## config.mk

```make
export PLATFORM = sky130hd
export DESIGN_NAME = uart_term_bridge_flat
export DESIGN_NICKNAME = d
export VERILOG_FILES = /design/src/rtl/uart_term_pkg.sv /design/src/rtl/uart_term_bridge_if.sv /design/src/rtl/uart_rx.sv /design/src/rtl/uart_term_bridge.sv /design/src/flat_wrapper.sv
export SDC_FILE = /design/constraint.sdc
export NUM_CORES = 1
export LEC_CHECK = 0
export ABC_AREA = 1
export ABC_CLOCK_PERIOD_IN_PS = 5800
export CAP_MARGIN = 20
export CORE_AREA = 4 4 119 167
export CTS_BUF_LIST = sky130_fd_sc_hd__clkbuf_8
export CTS_CLUSTER_SIZE = 16
export DETAILED_ROUTE_END_ITERATION = 10
export DIE_AREA = 0 0 123 171
export PLACE_DENSITY_LB_ADDON = 0.2
export SLEW_MARGIN = 20
export SYNTH_ARGS = -nofsm -noshare
export SYNTH_HDL_FRONTEND = slang
export SYNTH_HIERARCHICAL = 1
export SYNTH_SLANG_ARGS = --single-unit
```

## constraint.sdc

```tcl
create_clock -name clk_in -period 5.8 [get_ports clk_in]
set_input_delay 0.87 -clock clk_in [delete_from_list [all_inputs] [get_ports clk_in]]
set_output_delay 0.87 -clock clk_in [all_outputs]
set_load 0.03 [all_outputs]
```

## src/rtl/uart_term_pkg.sv

```systemverilog
// Shared constants, state encodings and the character filter used by the
// UART-to-terminal bridge.
package uart_term_pkg;

  localparam logic [6:0] ASCII_CR    = 7'h0D;
  localparam logic [6:0] ASCII_SPACE = 7'h20;
  localparam logic [6:0] ASCII_TILDE = 7'h7E;
  localparam logic [6:0] LOWER_A     = 7'h61;
  localparam logic [6:0] LOWER_Z     = 7'h7A;
  localparam logic [6:0] CASE_OFFSET = 7'h20;

  localparam logic [2:0] RX_IDLE      = 3'd0;
  localparam logic [2:0] RX_START     = 3'd1;
  localparam logic [2:0] RX_DATA      = 3'd2;
  localparam logic [2:0] RX_STOP      = 3'd3;
  localparam logic [2:0] RX_WAIT_HIGH = 3'd4;

  localparam logic [1:0] HS_IDLE    = 2'd0;
  localparam logic [1:0] HS_SETUP   = 2'd1;
  localparam logic [1:0] HS_PRESENT = 2'd2;
  localparam logic [1:0] HS_RELEASE = 2'd3;

  typedef struct packed {
    logic       keep;
    logic [6:0] ch;
  } filt_t;

  // Caller passes the 7 low bits; bit 7 of the received byte is always ignored.
  function automatic filt_t filter_char(input logic [6:0] b, input logic upcase);
    filt_t f;
    f.ch = b;
    if (upcase && (f.ch >= LOWER_A) && (f.ch <= LOWER_Z)) begin
      f.ch = f.ch - CASE_OFFSET;
    end
    f.keep = (f.ch == ASCII_CR) || ((f.ch >= ASCII_SPACE) && (f.ch <= ASCII_TILDE));
    return f;
  endfunction

endpackage

```

## src/rtl/uart_term_bridge_if.sv

```systemverilog
// Character handshake between the bridge (master) and the video terminal (slave).
interface uart_term_bridge_if;
  logic [7:1] rd;
  logic       da;
  logic       rda_n;

  modport master (output rd, output da, input rda_n);
  modport slave  (input rd, input da, output rda_n);
endinterface

```

## src/rtl/uart_rx.sv

```systemverilog
// 8N1 receiver: input synchronizer, bit-period divider, RX FSM and sticky framing error.
module uart_rx
  import uart_term_pkg::*;
#(
  parameter int CLK_HZ = 14318180,
  parameter int BAUD   = 115200
) (
  input  logic       clk_in,
  input  logic       rst,
  input  logic       rxd,
  output logic       byte_valid,
  output logic [7:0] byte_data,
  output logic       frame_err
);

  localparam int DIV   = CLK_HZ / BAUD;
  localparam int CNT_W = $clog2(DIV + 1);
  localparam logic [CNT_W-1:0] HALF_LAST = CNT_W'(DIV / 2 - 1);
  localparam logic [CNT_W-1:0] FULL_LAST = CNT_W'(DIV - 1);

  logic [1:0]       rxd_sync_reg;
  logic             rxd_prev_reg;
  logic             rxd_s;
  logic [2:0]       state_reg;
  logic [CNT_W-1:0] cnt_reg;
  logic [2:0]       bit_cnt_reg;
  logic [7:0]       shift_reg;
  logic             valid_reg;
  logic             frame_err_reg;

  assign rxd_s      = rxd_sync_reg[1];
  assign byte_valid = valid_reg;
  assign byte_data  = shift_reg;
  assign frame_err  = frame_err_reg;

  always_ff @(posedge clk_in or posedge rst) begin
    if (rst) begin
      rxd_sync_reg  <= 2'b11;
      rxd_prev_reg  <= 1'b1;
      state_reg     <= RX_IDLE;
      cnt_reg       <= '0;
      bit_cnt_reg   <= '0;
      shift_reg     <= '0;
      valid_reg     <= 1'b0;
      frame_err_reg <= 1'b0;
    end else begin
      rxd_sync_reg <= {rxd_sync_reg[0], rxd};
      rxd_prev_reg <= rxd_s;
      valid_reg    <= 1'b0;
      case (state_reg)
        RX_IDLE: begin
          if (rxd_prev_reg && !rxd_s) begin
            state_reg <= RX_START;
            cnt_reg   <= '0;
          end
        end
        // Re-check the start bit at its midpoint so short glitches are ignored.
        RX_START: begin
          if (cnt_reg == HALF_LAST) begin
            cnt_reg     <= '0;
            bit_cnt_reg <= '0;
            state_reg   <= rxd_s ? RX_IDLE : RX_DATA;
          end else begin
            cnt_reg <= cnt_reg + 1'b1;
          end
        end
        RX_DATA: begin
          if (cnt_reg == FULL_LAST) begin
            cnt_reg     <= '0;
            shift_reg   <= {rxd_s, shift_reg[7:1]};
            bit_cnt_reg <= bit_cnt_reg + 3'd1;
            if (bit_cnt_reg == 3'd7) begin
              state_reg <= RX_STOP;
            end
          end else begin
            cnt_reg <= cnt_reg + 1'b1;
          end
        end
        RX_STOP: begin
          if (cnt_reg == FULL_LAST) begin
            cnt_reg <= '0;
            if (rxd_s) begin
              valid_reg <= 1'b1;
              state_reg <= RX_IDLE;
            end else begin
              frame_err_reg <= 1'b1;
              state_reg     <= RX_WAIT_HIGH;
            end
          end else begin
            cnt_reg <= cnt_reg + 1'b1;
          end
        end
        RX_WAIT_HIGH: begin
          if (rxd_s) begin
            state_reg <= RX_IDLE;
          end
        end
        default: state_reg <= RX_IDLE;
      endcase
    end
  end

endmodule

```

## src/rtl/uart_term_bridge.sv

```systemverilog
// Host UART to video-terminal bridge: receive, filter/upcase, buffer in a FIFO,
// then hand characters to the terminal over the rd/da/rda_n handshake.
module uart_term_bridge
  import uart_term_pkg::*;
#(
  parameter int CLK_HZ     = 14318180,
  parameter int BAUD       = 115200,
  parameter int FIFO_DEPTH = 16,
  parameter bit UPCASE     = 1'b1
) (
  input  logic                  clk_in,
  input  logic                  rst,
  input  logic                  rxd,
  uart_term_bridge_if.master    term,
  output logic                  fifo_full,
  output logic                  overrun,
  output logic                  frame_err
);

  localparam int AW = $clog2(FIFO_DEPTH);
  localparam logic [AW:0] DEPTH_CNT = (AW + 1)'(FIFO_DEPTH);

  logic        byte_valid;
  logic [7:0]  byte_data;
  logic        unused_msb;
  filt_t       filt;

  logic [6:0]  mem [FIFO_DEPTH];
  logic [AW:0] wr_ptr_reg, rd_ptr_reg;
  logic [AW:0] wr_ptr_next, rd_ptr_next;
  logic        fifo_empty, fifo_full_now;
  logic        push_req, push, pop;

  logic [1:0]  rda_sync_reg;
  logic [1:0]  hs_state_reg;
  logic [6:0]  rd_reg;
  logic        da_reg;
  logic        fifo_full_reg;
  logic        overrun_reg;

  uart_rx #(
    .CLK_HZ (CLK_HZ),
    .BAUD   (BAUD)
  ) u_rx (
    .clk_in     (clk_in),
    .rst        (rst),
    .rxd        (rxd),
    .byte_valid (byte_valid),
    .byte_data  (byte_data),
    .frame_err  (frame_err)
  );

  assign unused_msb = byte_data[7];
  assign filt       = filter_char(byte_data[6:0], UPCASE);

  assign fifo_empty    = (wr_ptr_reg == rd_ptr_reg);
  assign fifo_full_now = ((wr_ptr_reg - rd_ptr_reg) == DEPTH_CNT);
  assign pop           = (hs_state_reg == HS_IDLE) && !fifo_empty;
  assign push_req      = byte_valid && filt.keep;
  // A pop in the same cycle frees the head slot, so a full FIFO still accepts.
  assign push          = push_req && (!fifo_full_now || pop);

  always_comb begin
    wr_ptr_next = wr_ptr_reg;
    rd_ptr_next = rd_ptr_reg;
    if (push) wr_ptr_next = wr_ptr_reg + 1'b1;
    if (pop)  rd_ptr_next = rd_ptr_reg + 1'b1;
  end

  always_ff @(posedge clk_in) begin
    if (push) begin
      mem[wr_ptr_reg[AW-1:0]] <= filt.ch;
    end
  end

  always_ff @(posedge clk_in or posedge rst) begin
    if (rst) begin
      rda_sync_reg  <= 2'b11;
      wr_ptr_reg    <= '0;
      rd_ptr_reg    <= '0;
      fifo_full_reg <= 1'b0;
      overrun_reg   <= 1'b0;
      hs_state_reg  <= HS_IDLE;
      rd_reg        <= '0;
      da_reg        <= 1'b0;
    end else begin
      rda_sync_reg  <= {rda_sync_reg[0], term.rda_n};
      wr_ptr_reg    <= wr_ptr_next;
      rd_ptr_reg    <= rd_ptr_next;
      fifo_full_reg <= ((wr_ptr_next - rd_ptr_next) == DEPTH_CNT);
      if (push_req && !push) begin
        overrun_reg <= 1'b1;
      end
      // rd only moves in IDLE, one cycle before da can rise.
      case (hs_state_reg)
        HS_IDLE: begin
          if (pop) begin
            rd_reg       <= mem[rd_ptr_reg[AW-1:0]];
            hs_state_reg <= HS_SETUP;
          end
        end
        HS_SETUP: begin
          da_reg       <= 1'b1;
          hs_state_reg <= HS_PRESENT;
        end
        HS_PRESENT: begin
          if (!rda_sync_reg[1]) begin
            da_reg       <= 1'b0;
            hs_state_reg <= HS_RELEASE;
          end
        end
        HS_RELEASE: begin
          if (rda_sync_reg[1]) begin
            hs_state_reg <= HS_IDLE;
          end
        end
        default: begin
          da_reg       <= 1'b0;
          hs_state_reg <= HS_IDLE;
        end
      endcase
    end
  end

  assign term.rd   = rd_reg;
  assign term.da   = da_reg;
  assign fifo_full = fifo_full_reg;
  assign overrun   = overrun_reg;

endmodule

```

## src/flat_wrapper.sv

```systemverilog
// flat-port wrapper written by rule: the top's interface ports become plain ports
module uart_term_bridge_flat import uart_term_pkg::*;
#(
  parameter int CLK_HZ     = 14318180,
  parameter int BAUD       = 115200,
  parameter int FIFO_DEPTH = 16,
  parameter bit UPCASE     = 1'b1
)
  (clk_in, rst, rxd, fifo_full, overrun, frame_err, term_rd, term_da, term_rda_n);
  uart_term_bridge_if term_i ();
  input  logic clk_in;
  input  logic rst;
  input  logic rxd;
  output logic fifo_full;
  output logic overrun;
  output logic frame_err;
  output wire logic [$bits(term_i.rd)-1:0] term_rd;
  output wire logic [$bits(term_i.da)-1:0] term_da;
  input wire logic [$bits(term_i.rda_n)-1:0] term_rda_n;
  assign term_rd = term_i.rd;
  assign term_da = term_i.da;
  assign term_i.rda_n = term_rda_n;
  uart_term_bridge #(.CLK_HZ(CLK_HZ), .BAUD(BAUD), .FIFO_DEPTH(FIFO_DEPTH), .UPCASE(UPCASE)) u_core (.clk_in(clk_in), .rst(rst), .rxd(rxd), .term(term_i), .fifo_full(fifo_full), .overrun(overrun), .frame_err(frame_err));
endmodule
```

==> key figures <==
Worst setup path
  • Worst r2r src: u_core/rd_ptr_reg[3]
  • Setup crit end kind: flip-flop
  • R2R setup slack: 1.62 ns
  • CP Data Required Time: 6.19 ns
  • Worst r2r path cells: 17
  • WS Path Type: reg2reg
  • CP arrival: 4.57 ns
  • Worst R2R End: u_core/fifo_full
  • CP max FO: 13
  • CP startpoint kind: flip-flop

Cells and area
  • P&R area growth vs syn: 11.5%
  • Antenna diodes: 0
  • Final Cell Area: 8110 um2
  • Nets: 720
  • Max FFs per register: 112
  • Share of layout cells above drive strength 1: 11.5%

Logic synthesis
  • FF+latch count, synth: 162
  • Most frequent cells after synthesis: edfxtp_1, nor2_1, nand2_1, o21ai_0, inv_1
  • Seq/Total Area, Yosys: 63.5%
  • Async set or reset register ratio after synthesis: 30.9%
  • Mapped Area: 7280 um2
  • Post-synth EDFFs: 112
  • Post-synth net total: 703
  • Area leader, netlist: edfxtp_1
  • Area contributors post-synth: edfxtp_1, dfrtp_1, nor2_1
  • Synth Flop Type: edfxtp_1
  • Post-synth top area share: 46.2%
  • Netlist cell types: 38
  • Synth Instances: 677
  • Warnings, synthesis: 6
  • Syn_area_per_cell: 10.7 um2
  • Top-count cell post-synth: edfxtp_1

Die
  • I/O pin count: 15
  • Starting Density: 39.6%
  • Chip width: 123 um
  • Area of the die: 21000 um2
  • Die Y: 171 um
  • CORE AREA: 18400 um2
  • # rows: 59

Clocking
  • Setup repair bufs after CTS: 0
  • Clk_lat worst skew: 0.46 ns
  • CTS Root Cell: clkbuf_8
  • CTS H-Tree Depth: 4
  • Hold buffers post-CTS: 0
  • Clock Sinks: 162
  • Clock transition at path regs: 0.09 ns
  • CTS Buffer Depth: 2
  • Num CTS Buffers: 17
  • CTS tree: built
  • Post-cts resize count: 0

Timing
  • Period utilisation layout: 72.1%
  • Post-route minimum period: 4.18 ns
  • Max Clock Skew: 0.0143 ns
  • RSZ-0062 raised after global routing: false
  • Hold WS: 0.364 ns
  • Max-slew headroom: 36.4%
  • Final Hold Viols: 0
  • Post-Route Setup TNS: 0 ns
  • Fmax: 0.239 GHz
  • Slew Limit Fails: 0
  • Setup Viol. Count Final: 0
  • Worst-margin pin slew: 0.950 ns

Routing
  • DR pass1 iterations: 5
  • Drt drc: 0
  • Wire length per cell: 18.2 um
  • Initial DRC Count: 403
  • Vias: 4939
  • Post-route ant nets: 0
  • Via/cell ratio: 5.19
  • Final wirelength: 17300 um

Worst hold path
  • Hold Crit Depth: 0
  • Beginning of the worst hold path: u_core/u_rx/rxd_sync_reg[0]
  • Worst hold path endpoint: u_core/u_rx/rxd_sync_reg[1]
  • Worst min path class: reg2reg

Placed design
  • RePlAce Congestion: 0.847
  • Cell area after placement: 7670 um2
  • Port Buffers: 14
  • DP Wirelength: 11700 um

Global routing
  • Vias in the first global route: 4969
  • Total GRT Usage: 17.2%
  • Global route total overflow: 0
  • Initial antenna violation count: 0
  • First-pass GRT wire length: 27100 um
  • Largest net degree at the start of global routing: 60

Pwr
  • Pwr/cell area: 285 nW/um2
  • Worst VDD drop: 0.180 mV
  • Leak: 2.89 nW
  • Design Power: 0.00231 W

Status
  • Status: finished clean

Job
  • Max Cap Viol: 0
through the flow:
| stage | std cells | utilization [%] | setup slack [ns] |
|---|---|---|---|
| after floorplan | 677 | - | 2.43 |
| after global placement | 918 | 41.7 | 1.72 |
| after detailed placement | 918 | 41.7 | 1.64 |
| after CTS | 950 | 44.0 | 1.60 |
| after global routing | 951 | 44.1 | 1.19 |
| final | 951 | 44.1 | 1.62 |
area by class of cell:
type                    instances  area, um2
flip-flops and latches        162       4620
well taps                     244        305
multi-input cells             434       2350
clock buffers                  21        289
inverters                      60        225
clock inverters                11        126
fillers                      1728      10300
repair buffers                 19        198
cells by family (layout without fill, tap and decap cells):
logic type	count (synthesis)	in the layout	share of synthesized area (%)
AOI/OAI and AO/OA	126	126	9.97
xor gates and xnor gates	14	14	1.69
adders and majority gates	22	22	3.78
buffers and inverters	81	111	4.30
DFF	162	162	63.5
and+or+nand+nor	272	272	16.8
worst max-delay path, stage by stage (launching register included):
cell and delay [ns]:
dfrtp_1 0.39, clkinv_1 0.33, ha_1 0.47, nand2_1 0.06, nor2_1 0.15, nand2_1 0.07, nand2_1 0.38, nand4_1 0.37
nand4_4 0.27, inv_2 0.10, o21ai_0 0.22, ha_1 0.29, a21oi_1 0.24, o21bai_1 0.14, a21oi_1 0.19, xnor2_1 0.16
nand3_1 0.12, a21oi_2 0.13
worst max-delay path by stage:
stage,startpoint,endpoint,slack (ns),cells past startpoint
3_3_place_gp,u_core/rd_ptr_reg[3],u_core/fifo_full,1.72,17
3_5_place_dp,u_core/rd_ptr_reg[3],u_core/fifo_full,1.64,17
4_1_cts,u_core/rd_ptr_reg[3],u_core/fifo_full,1.60,17
5_1_grt,u_core/rd_ptr_reg[3],u_core/fifo_full,1.19,17
2_1_floorplan,u_core/rd_ptr_reg[1],u_core/fifo_full,2.43,18
6_report,u_core/rd_ptr_reg[3],u_core/fifo_full,1.62,17
routing by layer:
layer / vias up / share of wire, % / global-route usage [%]
met3: 29 / 3.7 / 3.31
met1: 2415 / 41 / 20.2
li1: 2372 / - / -
met5: - / 0 / 0
met2: 123 / 53 / 30.6
met4: 0 / 2.8 / 7.28
layout by cell type, fill, tap and decap left out, types with 6 or more instances in the layout:
cell and n:
a21oi_1 13, nand2_1 88, nand3_1 27, xor2_1 8, a31oi_1 7, inv_1 51
o21bai_1 6, clkdlybuf4s50_1 14, nand2_2 16, xnor2_1 6, o22ai_1 20, nor2_1 107
ha_1 22, o21ai_0 64, inv_2 7, clkbuf_8 21, nand4_1 10, nor3_1 6
dfrtp_1 45, edfxtp_1 112, o221ai_1 9
power by group:
| group | total, W | internal [W] | switching (W) |
|---|---|---|---|
| Combinational | 0.000190 | 0.0000646 | 0.000126 |
| Clock | 0.000843 | 0.000430 | 0.000413 |
| Sequential | 0.00128 | 0.00125 | 0.0000329 |
Note: power is estimated with default switching activity, not from simulation.
